**config.mk**
```make
export PLATFORM = sky130hd
export DESIGN_NAME = reflexgame
export DESIGN_NICKNAME = d
export VERILOG_FILES = /design/src/rtl/reflexgame_pkg.sv /design/src/rtl/reflexgame_timer.sv /design/src/rtl/reflexgame.sv
export SDC_FILE = /design/constraint.sdc
export NUM_CORES = 1
export LEC_CHECK = 0
export CORE_MARGIN = 2
export CORE_UTILIZATION = 45
export DETAILED_ROUTE_END_ITERATION = 10
export PLACE_DENSITY_LB_ADDON = 0.3
export SETUP_SLACK_MARGIN = 0.2
export SYNTH_ARGS = -nofsm -noshare
export SYNTH_HDL_FRONTEND = slang
export SYNTH_SLANG_ARGS = --single-unit
```
**constraint.sdc**
```tcl
create_clock -name clock -period 2.2 [get_ports clock]
set_clock_uncertainty 0.05 [all_clocks]
set_input_delay 0.44 -clock clock [delete_from_list [all_inputs] [get_ports clock]]
set_output_delay 0.44 -clock clock [all_outputs]
set_load 0.02 [all_outputs]
```
**src/rtl/reflexgame_pkg.sv**
```systemverilog
// Shared definitions for the reflex minigame: state codes, default timing and a one-hot helper.
package reflexgame_pkg;

    typedef enum logic [3:0] {
        ST_IDLE   = 4'd0,
        ST_PREP   = 4'd1,
        ST_ESPERA = 4'd2,
        ST_MOSTRA = 4'd3,
        ST_ACERTO = 4'd4,
        ST_ERRO   = 4'd5,
        ST_FIM    = 4'd6
    } estado_t;

    localparam int PAUSA_PADRAO           = 500;
    localparam int TIMEOUT_FACIL_PADRAO   = 1500;
    localparam int TIMEOUT_DIFICIL_PADRAO = 700;
    localparam int RODADAS_PADRAO         = 7;

    localparam int         LARG_TIMER   = 16;
    localparam logic [6:0] JOGADAS_ERRO = 7'h7F;

    // Index 7 is not a button and maps to an all-zero pattern.
    function automatic logic [6:0] um_quente(input logic [2:0] idx);
        logic [7:0] t;
        t = 8'd1 << idx;
        return t[6:0];
    endfunction

endpackage

```
**src/rtl/reflexgame_timer.sv**
```systemverilog
// Loadable up-counter with clear and enable; fim flags when the count equals the limit.
module reflexgame_timer
    import reflexgame_pkg::*;
#(
    parameter int LARGURA = LARG_TIMER
) (
    input  logic               clock,
    input  logic               reset,
    input  logic               clear,
    input  logic               load,
    input  logic               en,
    input  logic [LARGURA-1:0] valor,
    input  logic [LARGURA-1:0] limite,
    output logic               fim
);

    logic [LARGURA-1:0] contagem;

    assign fim = (contagem == limite);

    // Count holds at the limit so a stalled consumer still sees fim.
    always_ff @(posedge clock or posedge reset) begin
        if (reset) begin
            contagem <= '0;
        end else if (clear) begin
            contagem <= '0;
        end else if (load) begin
            contagem <= valor;
        end else if (en && !fim) begin
            contagem <= contagem + 1'b1;
        end
    end

endmodule

```
**src/rtl/reflexgame.sv**
```systemverilog
// Reflex minigame: lights one of 7 buttons per round and scores timely presses.
// Build option REFLEXGAME_PENALIDADE_EN: a miss decrements the score (saturating at 0).
//
// state  | meaning
// IDLE   | waiting for jogar after reset
// PREP   | new game accepted, score and round cleared
// ESPERA | blank gap before the target; any press is early
// MOSTRA | target lit, waiting for the matching press or timeout
// ACERTO | correct press, score up
// ERRO   | wrong, early or missing press
// FIM    | game over, pronto high, waiting for jogar
module reflexgame
    import reflexgame_pkg::*;
#(
    parameter int PAUSA           = PAUSA_PADRAO,
    parameter int TIMEOUT_FACIL   = TIMEOUT_FACIL_PADRAO,
    parameter int TIMEOUT_DIFICIL = TIMEOUT_DIFICIL_PADRAO,
    parameter int RODADAS         = RODADAS_PADRAO
) (
    input  logic       clock,
    input  logic       reset,
    input  logic       jogar,
    input  logic       dificuldade,
    input  logic [6:0] botoes,
    output logic [3:0] estado,
    output logic [6:0] jogadas,
    output logic [2:0] pontuacao,
    output logic       pronto
);

    localparam logic [LARG_TIMER-1:0] LIM_PAUSA   = LARG_TIMER'(PAUSA);
    localparam logic [LARG_TIMER-1:0] LIM_FACIL   = LARG_TIMER'(TIMEOUT_FACIL);
    localparam logic [LARG_TIMER-1:0] LIM_DIFICIL = LARG_TIMER'(TIMEOUT_DIFICIL);
    localparam logic [LARG_TIMER-1:0] CARGA_UM    = LARG_TIMER'(1);
    localparam logic [3:0]            RODADAS_4   = 4'(RODADAS);

    estado_t              st;
    logic [6:0]           botoes_q;
    logic [6:0]           borda;
    logic [6:0]           alvo_oh;
    logic [2:0]           cont7;
    logic [2:0]           alvo;
    logic [2:0]           rodada;
    logic [2:0]           score;
    logic                 dif_q;
    logic                 ultima;
    logic                 tm_clear;
    logic                 tm_load;
    logic                 tm_en;
    logic                 tm_fim;
    logic [LARG_TIMER-1:0] tm_limite;

    assign borda   = botoes & ~botoes_q;
    assign alvo_oh = um_quente(alvo);
    assign ultima  = (({1'b0, rodada} + 4'd1) == RODADAS_4);

    assign estado    = st;
    assign pontuacao = score;

    // Timer is loaded with 1 on entry to ESPERA/MOSTRA so fim rises in the N-th cycle.
    assign tm_clear  = (st == ST_IDLE) || (st == ST_FIM);
    assign tm_load   = (st == ST_PREP) || (st == ST_ACERTO) || (st == ST_ERRO) ||
                       ((st == ST_ESPERA) && tm_fim);
    assign tm_en     = (st == ST_ESPERA) || (st == ST_MOSTRA);
    assign tm_limite = (st == ST_MOSTRA) ? (dif_q ? LIM_DIFICIL : LIM_FACIL) : LIM_PAUSA;

    reflexgame_timer #(
        .LARGURA (LARG_TIMER)
    ) u_timer (
        .clock  (clock),
        .reset  (reset),
        .clear  (tm_clear),
        .load   (tm_load),
        .en     (tm_en),
        .valor  (CARGA_UM),
        .limite (tm_limite),
        .fim    (tm_fim)
    );

    always_ff @(posedge clock or posedge reset) begin
        if (reset) begin
            botoes_q <= '0;
            cont7    <= '0;
        end else begin
            botoes_q <= botoes;
            cont7    <= (cont7 == 3'd6) ? 3'd0 : cont7 + 3'd1;
        end
    end

    always_ff @(posedge clock or posedge reset) begin
        if (reset) begin
            st      <= ST_IDLE;
            jogadas <= '0;
            score   <= '0;
            pronto  <= 1'b0;
            rodada  <= '0;
            alvo    <= '0;
            dif_q   <= 1'b0;
        end else begin
            case (st)
                ST_IDLE, ST_FIM: begin
                    if (jogar) begin
                        st      <= ST_PREP;
                        dif_q   <= dificuldade;
                        score   <= '0;
                        rodada  <= '0;
                        pronto  <= 1'b0;
                        jogadas <= '0;
                    end
                end
                ST_PREP: begin
                    st      <= ST_ESPERA;
                    jogadas <= '0;
                end
                ST_ESPERA: begin
                    if (|borda) begin
                        st      <= ST_ERRO;
                        jogadas <= JOGADAS_ERRO;
                    end else if (tm_fim) begin
                        st      <= ST_MOSTRA;
                        alvo    <= cont7;
                        jogadas <= um_quente(cont7);
                    end
                end
                ST_MOSTRA: begin
                    // A press on the timeout cycle still counts as a press.
                    if (|borda) begin
                        if (borda == alvo_oh) begin
                            st <= ST_ACERTO;
                        end else begin
                            st      <= ST_ERRO;
                            jogadas <= JOGADAS_ERRO;
                        end
                    end else if (tm_fim) begin
                        st      <= ST_ERRO;
                        jogadas <= JOGADAS_ERRO;
                    end
                end
                ST_ACERTO, ST_ERRO: begin
                    if (st == ST_ACERTO) begin
                        if (score != 3'd7) begin
                            score <= score + 3'd1;
                        end
                    end else begin
`ifdef REFLEXGAME_PENALIDADE_EN
                        if (score != 3'd0) begin
                            score <= score - 3'd1;
                        end
`else
                        score <= score;
`endif
                    end
                    rodada  <= rodada + 3'd1;
                    jogadas <= '0;
                    if (ultima) begin
                        st     <= ST_FIM;
                        pronto <= 1'b1;
                    end else begin
                        st <= ST_ESPERA;
                    end
                end
                default: begin
                    st      <= ST_IDLE;
                    jogadas <= '0;
                    pronto  <= 1'b0;
                end
            endcase
        end
    end

endmodule
```
======== After elaboration in Yosys (flattened, before gate mapping) ========
Cells that the tools add are included.
operators by class
  add/sub/neg operators ................... 5
  equal/unequal tests ..................... 18
  shifts and indexed selects .............. 2
  mux-type cells .......................... 29
  bitwise operators ....................... 4
  reduce and logical (&&, ||, !) cells .... 22
operator list
  kind                   count
  $mux 16                3
  $mux 7                 6
  $mux 11                2
  $pmux 7 s3             1
  $mux 4                 5
  $pmux 4 s5             1
  $add 16x1->16 const B  1
  $eq 16x11->1           1
  $eq 4x3->1 const B     4
  $mux 3                 5
  $shl 1x3->7 const A    2
  $pmux 3 s2             2
  $add 3x1->3 const B    3
  $reduce_and 3->1       3
  $eq 4x2->1 const B     2
  $ne 2x2->1 const B     4
  $reduce_and 4->1       2
  $and 7x7->7            1
  $eq 7x7->1             1
  $not 7->7              1
  $reduce_or 7->1        1
  $ne 3x2->1 const B     2
  $ne 3x3->1 const B     2
  $logic_or 1x1->1       5
  14 further kinds       20
word-level totals
  register bits ........................... 48
  input bits .............................. 11
  logic and storage cells ................. 90

======== Logic depth before layout (Yosys ltp) ========
Gate-level depths: netlist of the first run.
  depth after elaboration ................. 8
  depth in mapped cells ................... 8

======== Modules after synthesis ========
A second synthesis of the first run with hierarchy kept.
unflattened totals
  cell total of the unflattened synthesis .. 318
  area total of the unflattened synthesis .. 2,930.3 um^2
by module, submodules not included
  module            times used  cells an instance  area each (um^2)  seq. area each (um^2)
  reflexgame        1           172                1,690.4           775.7
  reflexgame_timer  1           146                1,239.9           400.4

======== Least setup slack after synthesis of the first run ========
OpenSTA, ideal clock, no wires.
  path type ............................... reg2reg
  start ................................... register st[2], in the netlist estado[2]
  end ..................................... register u_timer.contagem[5]
  library setup time ...................... 0.121 ns
  arrival time ............................ 2.264 ns
  data required time ...................... 2.029 ns
  path slack .............................. -0.235 ns
  cell stages (with the launch flop) ...... 8
  buffers on the path ..................... 1
  clock period less this slack ............ 2.435 ns
  cells stage by stage .................... dfrtp_1 > and3b_1 > or4_4 > a211oi_4 > nor2_1 > buf_2 > a21o_1 > a22o_1
on the way
  longest elaborated chain between the ends .. 7
RTL lines
  element                 line                                RTL
  from (decl)             reflexgame.sv:37                    estado_t st;
  from (signal assigned)  reflexgame.sv:92                    st <= ST_IDLE;
  from (signal assigned)  reflexgame.sv:103                   st <= ST_PREP;
  from (signal assigned)  reflexgame.sv:112                   st <= ST_ESPERA;
  $eq 4x2->1              reflexgame.sv:64, reflexgame.sv:65
  $mux 11                 reflexgame.sv:65                    assign tm_limite = (st == ST_MOSTRA) ? (dif_q ? LIM_DIFICIL : LIM_FACIL) : LIM_PAUSA;
  $eq 16x11->1            reflexgame_timer.sv:19              assign fim = (contagem == limite);
  $logic_and 1x1->1       reflexgame.sv:63                    ((st == ST_ESPERA) && tm_fim);
  $logic_or 1x1->1        reflexgame.sv:62                    assign tm_load = (st == ST_PREP) || (st == ST_ACERTO) || (st == ST_ERRO) ||
  $mux 16                 reflexgame_timer.sv:27              end else if (load) begin
  $mux 16                 reflexgame_timer.sv:25              end else if (clear) begin
  to (signal assigned)    reflexgame_timer.sv:28              contagem <= valor;
  to (signal assigned)    reflexgame_timer.sv:30              contagem <= contagem + 1'b1;
  to (decl)               reflexgame_timer.sv:17              logic [LARGURA-1:0] contagem;
Several ways; a longest one is shown, not always the timed one.
A chain may end at the register's enable or synchronous reset.

======== Final worst setup path of the first run ========
  start ................................... register st[0], in the netlist estado[0]
  end ..................................... register u_timer.contagem[4]
The elaborated chain is that of the path after synthesis.

==> flow_summary.rst, run 1 <==
.. list-table::
   :header-rows: 1

   * - Metric
     - Value
   * - Clock tree from TritonCTS
     - done
   * - Total number of H-tree levels
     - 2
   * - Number of failing setup endpoints in the final timing report
     - 16
   * - Clock root buffer master
     - sky130_fd_sc_hd__clkbuf_8
   * - Switching power as a share of total power
     - 38.48%
   * - GRT overflow
     - 0
   * - Clock tree buffer depth
     - 2
   * - Pin count of the biggest net entering global routing
     - 34
   * - Layout-stage area growth over the synthesis result
     - 32.92%
   * - Finished layout cell area
     - 3526 sq um
   * - Clock input transition at the sequential cells of the worst setup and hold paths
     - about 90 ps
   * - Final count of pins violating max slew
     - 0
   * - DR iter-0 viols
     - slightly above 100
   * - Fin crit share
     - 102.3%
   * - Die outline area
     - between 6000 and 7000 sq um
   * - Violated checks
     - negative setup slack
   * - First drt pass iteration count
     - 4
   * - Width of the die
     - 80.78 um
   * - Fraction of power consumed by combinational cells
     - 49.0%
   * - Mapped Nets
     - 296
   * - Most instantiated flip-flop cell in the synthesis netlist
     - sky130_fd_sc_hd__dfrtp_1
   * - Drc violations
     - 0
   * - Fraction of power consumed by sequential logic
     - around a third
   * - Die boundary height
     - 80.78 um
   * - # hold bufs at CTS
     - 0
   * - Clock latency on the worst-skew pair
     - 310 ps
   * - Cell Pwr Density
     - approximately 940 nW/um^2
   * - Sequential-to-total area share from yosys stat
     - between 40% and 50%
   * - Total of flip-flops plus latches after synthesis
     - 47
   * - VDD IR-drop max
     - 0.6363 mV
   * - Core area
     - 5608 sq um
   * - Cell count after synthesis
     - 278
   * - Status
     - finished, violations left
   * - Inserted Diodes
     - 0
   * - Placer congestion estimate
     - between 0.8 and 0.9
   * - Worst R2R Setup Slack
     - -50 ps
   * - Initial core utilization
     - approximately 47%
   * - Setup repair after global routing missed its margin
     - true
   * - Post-synth top area share
     - 44.34%
   * - Number of buffer cells added on primary ports
     - 24
   * - CP required
     - 2380 ps
   * - Total Wirelength
     - around 6100 um
   * - Unique cell type count in the Yosys netlist
     - 50
   * - Top cells by area, synth
     - sky130_fd_sc_hd__dfrtp_1, sky130_fd_sc_hd__nand2_1, sky130_fd_sc_hd__o21ai_0, sky130_fd_sc_hd__a22o_1, sky130_fd_sc_hd__ha_1
   * - Max Freq
     - 0.4441 GHz
   * - Share of flip-flops with an asynchronous set or reset after synthesis
     - 100.0%
   * - Initial antenna violation count
     - 0
   * - Num CTS Buffers
     - 5
   * - Number of enable flip-flop cells after synthesis
     - 0
   * - Fill cell total of the finished layout
     - 491
   * - DRT antenna net count
     - 0
   * - Worst setup SP type
     - register
   * - CP max FO
     - 6
   * - Synthesized area per cell
     - 9.542 sq um
   * - Final HPWL from detailed placement
     - approximately 4300 um
   * - Endpoints failing hold
     - 0
   * - Number of instances in the placed design
     - 407
   * - Static power due to leakage
     - approximately 1.6 nW
   * - Post-detailed-route wirelength per cell
     - approximately 14 um
   * - Net switching power
     - 1.279 mW
   * - Cell taking the most area after synthesis
     - sky130_fd_sc_hd__dfrtp_1
   * - Type of the most critical hold path
     - in2reg
   * - Top-level I/O count
     - 26
   * - Data arrival time of the worst path
     - 2430 ps
   * - Synth Cell Area
     - 2653 sq um
   * - Internal cell power
     - 2.045 mW
   * - Pre-CTS setup slack
     - -412.4 ps
   * - Number of nets in the layout
     - 370
   * - Max-cap viol count
     - 0
   * - Final critical-path setup slack
     - -51.70 ps
   * - Worst Setup Path Type
     - reg2reg
   * - Endpoint class of the critical path
     - register
   * - Core Rows
     - 27
   * - Global-route wire length before repair
     - roughly 10,000 um
   * - Max-slew headroom
     - 65.85%
   * - Number of global-route vias before repair
     - roughly 2,200
   * - Clock share of power
     - between 10% and 20%
   * - GRT Resource Usage Total
     - 20.54%
   * - Fin cells
     - roughly 430
   * - Ratio of routed vias to standard cells
     - 5.449
   * - Number of sinks driven by the clock tree
     - 47
   * - Vias
     - between 2,000 and 2,500
   * - Transition time at the pin with the least slew margin
     - ~500 ps
   * - Clock period minus worst slack
     - 2252 ps
   * - Power after layout
     - 3.324 mW
   * - Yosys warns
     - 0
   * - Cell Area, Placed
     - roughly 3300 sq um
   * - Layout cell share with drive strength beyond 1
     - 26.35%
worst max-delay path: stages (launching register included):
cell                       delay, ps
sky130_fd_sc_hd__dfrtp_2         440
sky130_fd_sc_hd__and3b_2         230
sky130_fd_sc_hd__or4_4           430
sky130_fd_sc_hd__a211oi_4        240
sky130_fd_sc_hd__buf_6           150
sky130_fd_sc_hd__buf_6           100
sky130_fd_sc_hd__o211a_4         180
sky130_fd_sc_hd__buf_4           140
sky130_fd_sc_hd__buf_4           110
sky130_fd_sc_hd__nand2_1          40
sky130_fd_sc_hd__o21ai_1          70
cells in the final DEF (no fill, tap or decap), types with 2 or more instances in the layout:
cell type and instances:
sky130_fd_sc_hd__buf_4 52, sky130_fd_sc_hd__dfrtp_1 44, sky130_fd_sc_hd__nand2_1 26, sky130_fd_sc_hd__clkdlybuf4s50_1 20, sky130_fd_sc_hd__inv_1 15, sky130_fd_sc_hd__nor2_1 14, sky130_fd_sc_hd__nand3_1 11, sky130_fd_sc_hd__a21oi_1 11
sky130_fd_sc_hd__a22o_1 10, sky130_fd_sc_hd__nand2b_1 9, sky130_fd_sc_hd__o21ai_0 9, sky130_fd_sc_hd__o21ai_1 9, sky130_fd_sc_hd__nor2b_1 8, sky130_fd_sc_hd__nand4_1 7, sky130_fd_sc_hd__ha_1 7, sky130_fd_sc_hd__mux2i_1 6
sky130_fd_sc_hd__clkbuf_8 5, sky130_fd_sc_hd__or3_1 4, sky130_fd_sc_hd__nand4b_1 4, sky130_fd_sc_hd__o211ai_1 4, sky130_fd_sc_hd__nor3_1 4, sky130_fd_sc_hd__dlygate4sd2_1 4, sky130_fd_sc_hd__buf_6 4, sky130_fd_sc_hd__xor2_1 3
sky130_fd_sc_hd__a31oi_1 3, sky130_fd_sc_hd__a21o_1 3, sky130_fd_sc_hd__mux2_4 3, sky130_fd_sc_hd__o31ai_1 3, sky130_fd_sc_hd__dfrtp_2 3, sky130_fd_sc_hd__or3b_4 2, sky130_fd_sc_hd__or3b_2 2, sky130_fd_sc_hd__or4_1 2
sky130_fd_sc_hd__nor3b_1 2, sky130_fd_sc_hd__nor4bb_1 2, sky130_fd_sc_hd__or4_4 2, sky130_fd_sc_hd__and3_1 2, sky130_fd_sc_hd__a21oi_2 2, sky130_fd_sc_hd__mux2_2 2
flip-flops by register name, summed over array words and instances (netlist names):
| name | count |
|---|---|
| rodada | 3 |
| pronto | 1 |
| estado | 3 |
| pontuacao | 3 |
| u_timer.contagem | 16 |
| dif_q | 1 |
| alvo | 3 |
| cont7 | 3 |
| jogadas | 7 |
| botoes_q | 7 |
layer usage:
metal	share of wire (%)	GRT usage (%)
met1	47	28.30
met2	49	33.92
met3	3.3	4.222
met4	1.1	4.068
met5	0	0
what timing repair did:
action | CTS | global route
setup buffers | 9 | 1
resized for setup | 26 | 4
setup endpoints to repair | 29 | 30
pin swaps | 17 | 9
power by group through the flow:
| stage | Clock, mW | Combinational (mW) | Sequential [mW] |
|---|---|---|---|
| after floorplan | 0 | 0.782 | 1.31 |
| after global placement | 0 | 1.52 | 1.18 |
| after detailed placement | 0 | 1.55 | 1.19 |
| after CTS | 0.532 | 1.62 | 1.17 |
| after global routing | 0.583 | 1.79 | 1.20 |
| final | 0.522 | 1.63 | 1.17 |
layout make-up:
cell class	instances	area [sq um]	share of cell area, %
Multi-Input combinational cell	202	1439	40.81
Clock inverter	2	13.76	0.3903
Timing Repair Buffer	80	670.6	19.02
Tap cell	72	90.09	2.555
Sequential cell	47	1180	33.46
Inverter	16	60.06	1.703
Clock buffer	6	72.57	2.058
cell families after synthesis:
kind of cell | synth area share (%)
AO/OA/AOI/OAI | 18.02
AND/OR/NAND/NOR | 24.01
multiplexers | 4.387
flip-flops | 44.34
other | 0.1414
buffers and inverters | 4.481
adder cells (fa/ha/maj) | 3.302
XOR/XNOR | 1.321
metrics by stage:
step | utilization (%) | setup TNS, ps | hold slack [ps]
finish | 62.87 | -453.9 | 333.1
floorplan | - | -874.8 | 421.4
global route | 62.87 | -2528 | 334.0
detailed placement | 58.39 | -4338 | 438.5
CTS | 62.43 | -514.2 | 334.1
global placement | 58.39 | -3922 | 445.0
cells in the mapped netlist (6+ instances only):
| cell type | n |
|---|---|
| sky130_fd_sc_hd__nand3_1 | 13 |
| sky130_fd_sc_hd__nor2_1 | 14 |
| sky130_fd_sc_hd__inv_1 | 16 |
| sky130_fd_sc_hd__nor2b_1 | 10 |
| sky130_fd_sc_hd__o21ai_0 | 18 |
| sky130_fd_sc_hd__dfrtp_1 | 47 |
| sky130_fd_sc_hd__nand2b_1 | 9 |
| sky130_fd_sc_hd__mux2i_1 | 6 |
| sky130_fd_sc_hd__a22o_1 | 10 |
| sky130_fd_sc_hd__clkbuf_1 | 9 |
| sky130_fd_sc_hd__a21oi_1 | 13 |
| sky130_fd_sc_hd__ha_1 | 7 |
| sky130_fd_sc_hd__nand4_1 | 7 |
| sky130_fd_sc_hd__nand2_1 | 26 |
final timing paths:
path	start	to	depth (start not counted)
min reg2reg	pronto	pronto	2
max in group asynchronous	reset	estado[2]	3
min in group asynchronous	reset	botoes_q[5]	3
min	botoes[6]	botoes_q[6]	1
max reg2reg	estado[0]	u_timer.contagem[4]	10
max	estado[0]	u_timer.contagem[4]	10
Power figures use the tool's default switching activity.
==> run 2, diff against run 1 <==
--- a/config.mk
+++ b/config.mk
@@ -8,8 +8,10 @@
 export CORE_MARGIN = 2
 export CORE_UTILIZATION = 45
 export DETAILED_ROUTE_END_ITERATION = 10
+export GPL_TIMING_DRIVEN = 0
 export PLACE_DENSITY_LB_ADDON = 0.3
 export SETUP_SLACK_MARGIN = 0.2
+export SLEW_MARGIN = 20
 export SYNTH_ARGS = -nofsm -noshare
 export SYNTH_HDL_FRONTEND = slang
 export SYNTH_SLANG_ARGS = --single-unit
==> flow_summary.rst, run 2 (same netlist as run 1, synthesis figures left out) <==
.. list-table::
   :header-rows: 1

   * - Metric
     - Value
   * - Setup repair after global routing missed its margin
     - true
   * - Finished layout cell area
     - 3573 sq um (+1.3%)
   * - Data arrival time of the worst path
     - 2410 ps (-20 ps)
   * - Num CTS Buffers
     - 5 (unchanged)
   * - Max-slew headroom
     - 57.60% (-8.3 points)
   * - Drc violations
     - 0 (unchanged)
   * - Die boundary height
     - 80.78 um (unchanged)
   * - Clock period minus worst slack
     - 2252 ps (+0.2482 ps)
   * - Status
     - finished, violations left
   * - Power after layout
     - 3.619 mW (+8.9%)
   * - Number of global-route vias before repair
     - 2,217 (-0.89%)
   * - Vias
     - 2,341 (+1.1%)
   * - Worst Setup Path Type
     - reg2reg
   * - Worst hold path cell count
     - 1 (unchanged)
   * - GRT overflow
     - 0 (unchanged)
   * - Number of flip-flops in the largest register
     - 16 (unchanged)
   * - Core Rows
     - 27 (unchanged)
   * - Most used cells in the layout excluding fill and tap cells
     - sky130_fd_sc_hd__dfrtp_1, sky130_fd_sc_hd__buf_4, sky130_fd_sc_hd__nand2_1, sky130_fd_sc_hd__clkdlybuf4s50_1, sky130_fd_sc_hd__inv_1
   * - Number of buffer cells added on primary ports
     - 24 (unchanged)
   * - Layout cell share with drive strength beyond 1
     - 26.90% (+0.55 points)
   * - Cell Area, Placed
     - 3014 sq um (-7.9%)
   * - Max Freq
     - 0.4441 GHz (about the same)
   * - Static power due to leakage
     - 1.530 nW (-3.3%)
   * - Worst R2R Setup Slack
     - -50 ps (about the same)
   * - Clock share of power
     - 18.9% (+3.2 points)
   * - Initial antenna violation count
     - 0 (unchanged)
   * - Inserted Diodes
     - 0 (unchanged)
   * - Global-route wire length before repair
     - 10,500 um (+0.85%)
   * - CP required
     - 2350 ps (-30 ps)
   * - Violated checks
     - negative setup slack
   * - Final total negative setup slack
     - -403.3 ps (+50.64 ps)
   * - Worst setup SP type
     - register
   * - Number of failing setup endpoints in the final timing report
     - 16 (unchanged)
   * - Largest registers
     - u_timer.contagem x16, botoes_q x7, jogadas x7
   * - Transition time at the pin with the least slew margin
     - 634.7 ps (+124.7 ps)
   * - Most common cell after layout, fill and taps aside
     - sky130_fd_sc_hd__dfrtp_1
   * - Clock tree from TritonCTS
     - done
   * - Layout-stage area growth over the synthesis result
     - 34.72%
   * - GRT Resource Usage Total
     - 20.99% (+0.44 points)
   * - Total Wirelength
     - 6360 um (+4.4%)
   * - Fraction of power consumed by combinational cells
     - 48.9% (about the same)
   * - Final critical-path setup slack
     - -51.94 ps (-0.2482 ps)
   * - Max-cap viol count
     - 0 (unchanged)
   * - DR iter-0 viols
     - 92 (-11%)
   * - Number of sinks driven by the clock tree
     - 47 (unchanged)
   * - Hold path start
     - botoes[6]
   * - Cell count of the worst reg-to-reg path
     - 7 (-3)
   * - Reg-to-reg critical path startpoint
     - estado[0]
   * - Endpoint of the worst register-to-register path
     - jogadas[5]
   * - Final count of pins violating max slew
     - 0 (unchanged)
   * - Post-detailed-route wirelength per cell
     - 15.36 um (+7.2%)
   * - Endpoints failing hold
     - 0 (unchanged)
   * - Fraction of power consumed by sequential logic
     - 32.2% (-3.1 points)
   * - Clock latency on the worst-skew pair
     - 320 ps (about the same)
   * - Internal cell power
     - 2.245 mW (+9.8%)
   * - Clock input transition at the sequential cells of the worst setup and hold paths
     - 100 ps (about the same)
   * - Ratio of routed vias to standard cells
     - 5.655 (+3.8%)
   * - Switching power as a share of total power
     - 37.96% (-0.52 points)
   * - Endpoint class of the critical path
     - register
   * - Top-level I/O count
     - 26 (unchanged)
   * - Fin crit share
     - 102.4% (about the same)
   * - CP max FO
     - 7 (+1)
   * - Type of the most critical hold path
     - in2reg
   * - Pin count of the biggest net entering global routing
     - 32 (-5.9%)
   * - DRT antenna net count
     - 0 (unchanged)
   * - Die outline area
     - 6525 sq um (unchanged)
   * - Clock root buffer master
     - sky130_fd_sc_hd__clkbuf_8
   * - Final HPWL from detailed placement
     - 3941 um (-8.5%)
   * - Hold Path Sink
     - botoes_q[6]
   * - Pre-CTS setup slack
     - -583.5 ps (-171.2 ps)
   * - Fill cell total of the finished layout
     - 475 (-3.3%)
   * - Width of the die
     - 80.78 um (unchanged)
   * - Cell Pwr Density
     - 1013 nW/um^2 (+7.4%)
   * - Placer congestion estimate
     - 0.7958 (-1.2%)
   * - VDD IR-drop max
     - 0.5987 mV (-5.9%)
   * - Largest Register
     - u_timer.contagem
   * - Net switching power
     - 1.374 mW (+7.4%)
   * - Core area
     - 5608 sq um (unchanged)
   * - Clock tree buffer depth
     - 2 (unchanged)
   * - First drt pass iteration count
     - 5 (+1)
   * - Initial core utilization
     - 47.30% (unchanged)
   * - Number of nets in the layout
     - 359 (-3.0%)
   * - Total number of H-tree levels
     - 2 (unchanged)
## run 2: cell types whose count changed in the layout (fill, tap and decap cells not counted), sizes merged
cell	previous run	this run
clkinv	2	1
clkbuf	6	14
clkdlybuf4s50	20	21
dlygate4sd2	4	3
buf	56	37
bufinv	0	1
## run 2: repair_timing
item                       CTS  global route
buffers inserted            24             6
pin swaps                   26            17
cloned                       0             1
hold buffers                 0             0
setup endpoints to repair   29            29
resized for setup           37            25
## run 2: metrics by stage
step / hold WS (ps) / util [%] / std cells
5_1_grt: 320.4 / 63.72 / 414
3_3_place_gp: 441.5 / 53.39 / 374
2_1_floorplan: 421.4 / - / 278
3_5_place_dp: 442.4 / 53.75 / 375
6_report: 325.6 / 63.72 / 414
4_1_cts: 322.3 / 61.02 / 407
## run 2: area by class of cell
type	instances	area, sq um	area share (%)
multi-input cells	202	1481	41.46
flip-flops and latches	47	1182	33.09
repair buffers	56	533.0	14.92
plain buffers	13	108.9	3.046
well taps	72	90.09	2.521
clock buffers	6	82.58	2.311
inverters	16	60.06	1.681
clock inverters	2	35.03	0.9804
## run 2: critical path: stages, from the launching register on
cell and delay [ps]:
sky130_fd_sc_hd__dfrtp_2 450, sky130_fd_sc_hd__and3b_2 220, sky130_fd_sc_hd__or4_4 430, sky130_fd_sc_hd__a211oi_4 250, sky130_fd_sc_hd__buf_6 170, sky130_fd_sc_hd__o32ai_4 100
sky130_fd_sc_hd__o21bai_4 230, sky130_fd_sc_hd__a22o_1 250
## run 2: worst max path at each step
stage               slack [ps]                  from                    to  cells past startpoint
global placement          -580             botoes[0]            jogadas[1]                      7
global route              -120  u_timer.contagem[10]  u_timer.contagem[14]                      9
floorplan                 -110             estado[1]   u_timer.contagem[5]                      7
detailed placement        -580             botoes[0]            jogadas[1]                      7
CTS                        -50             estado[0]            jogadas[1]                      7
finish                     -50             estado[0]            jogadas[5]                      7
## run 2: metal layers
metal	share of wire (%)	GRT usage (%)	vias to the layer above
met2	49	33.50	45
met3	3.6	5.778	14
met1	45	27.21	1151
li1	-	-	1131
met4	2.1	8.305	0
met5	0	0	-
## run 2: power by group through the flow
stage	Sequential [mW]	Combinational, mW	Clock (mW)
2_1_floorplan	1.31	0.782	0
3_3_place_gp	1.21	1.31	0
3_5_place_dp	1.21	1.34	0
4_1_cts	1.17	1.62	0.693
5_1_grt	1.19	1.92	0.733
6_report	1.17	1.77	0.683
==> variant (flow settings as in run 1) <==
Set the package constant `LARG_TIMER` to 24 (it was 16).
--- a/src/rtl/reflexgame_pkg.sv
+++ b/src/rtl/reflexgame_pkg.sv
@@ -17,5 +17,5 @@
     localparam int RODADAS_PADRAO         = 7;
 
-    localparam int         LARG_TIMER   = 16;
+    localparam int         LARG_TIMER   = 24;
     localparam logic [6:0] JOGADAS_ERRO = 7'h7F;
 
Check against the original RTL: no difference found for any inputs over 10 cycles, from zero or initial values and one cycle with reset high; that may be too few to reach the edited logic, so the function may still have changed.
==> variant against run 1 <==
The run still ends with negative setup slack left; sequential power rose by 15%; clock power is 35% higher; power grew 34%; area after synthesis is 22% higher; synthesized cell count up 23%; wire length rose by 42%; global-route usage increased by 1.8 points; setup slack got worse by 0.21 ns; maximum frequency is 8.4% lower; core utilization rose by 4.8 points; final area up 33%; sequential cell count is 8 higher; largest cell class unchanged; highest routed layer unchanged.
==> variant: results (changes against run 1) <==
status: complete, but fails checks
failing checks: negative setup slack
measured slew at the worst slew-check pin: 0.528 ns (+0.0185 ns)
DP Area: 4080 sq um (+25%)
GRT Total Usage: 22.4% (+1.8 points)
share of cells above drive strength 1: 38.5% (+12 points)
Max VDD drop: 0.541 mV (-15%)
Yosys cell types: 61 (+22%)
vias in the first global route: 2964 (+32%)
Leak Pwr: 2.13 nW (+35%)
final setup fails: 33 (+17)
Inst Count DP: 509 (+25%)
Final Worst Setup Slack: -0.258 ns (-0.206 ns)
# nets final: 461 (+25%)
Reg2Reg Depth: 8 (-2)
final cell count without fillers: 540 (+27%)
Routed WL: 8680 um (+42%)
vias per cell: 5.51 (+1.2%)
DRT iter0 DRCs: 201 (+95%)
arrival time at the worst endpoint: 2.61 ns (+0.18 ns)
Finished Core Util: 67.7% (+4.8 points)
Regs by FF count: u_timer.contagem (24), botoes_q (7), jogadas (7)
Place WS: -0.511 ns (-0.0984 ns)
top post-synthesis cells by count: dfrtp_1, nor2_1, o21ai_0
syn_area_per_cell: 9.50 sq um (-0.46%)
P_sw: 1.68 mW (+32%)
first-pass GRT wire length: 13800 um (+33%)
largest net degree at the start of global routing: 56 (+65%)
Final Wtd Congestion: 0.858 (+6.5%)
register area share after synthesis: 42.4% (-2.0 points)
variant: routing by layer:
| layer | global-route usage, % | wire length, um |
|---|---|---|
| met1 | 27.9 | 3750 |
| met2 | 40.7 | 4600 |
| met3 | 3.79 | 228 |
| met4 | 5.02 | 91 |
| met5 | 0 | 0 |
variant: power by group through the flow:
stage / Clock [mW] / Sequential [mW] / Combinational (mW)
after floorplan: 0 / 1.47 / 1.14
after global placement: 0 / 1.35 / 1.99
after detailed placement: 0 / 1.35 / 2.05
after CTS: 0.722 / 1.34 / 2.25
after global routing: 0.766 / 1.37 / 2.60
final: 0.704 / 1.34 / 2.41
variant: worst paths after layout:
check / from / to / slack [ns]
setup / recovery: estado[2] / jogadas[1] / -0.26
hold / removal: botoes[2] / botoes_q[2] / 0.22
setup reg to reg: estado[2] / jogadas[1] / -0.26
hold reg to reg: rodada[0] / rodada[0] / 0.47
max in group asynchronous: reset / estado[1] / 1.40
min in group asynchronous: reset / u_timer.contagem[13] / 0.44
variant: final cells by class:
type / count / share of cell area (%)
well taps: 96 / 2.57
clock buffers: 6 / 1.77
multi-input cells: 257 / 43.6
clock inverters: 2 / 0.749
repair buffers: 111 / 20.7
flip-flops and latches: 55 / 29.6
inverters: 13 / 1.04
variant: logic make-up after synthesis:
kind of cell	Yosys count	synth area share (%)
compound gates	70	13.9
xor+xnor	18	4.85
simple gates	147	26.3
mux	14	5.39
other cells	1	0.115
fa+ha+maj	7	2.70
flops	55	42.4
buf+inv	30	4.39
variant: repair_timing:
| item | 4_1_cts | 5_1_grt |
|---|---|---|
| pin swaps | 42 | 39 |
| gates resized for setup | 62 | 27 |
| endpoints found under the setup margin | 39 | 37 |
| cloned | 2 | 0 |
| buffers inserted | 9 | 12 |
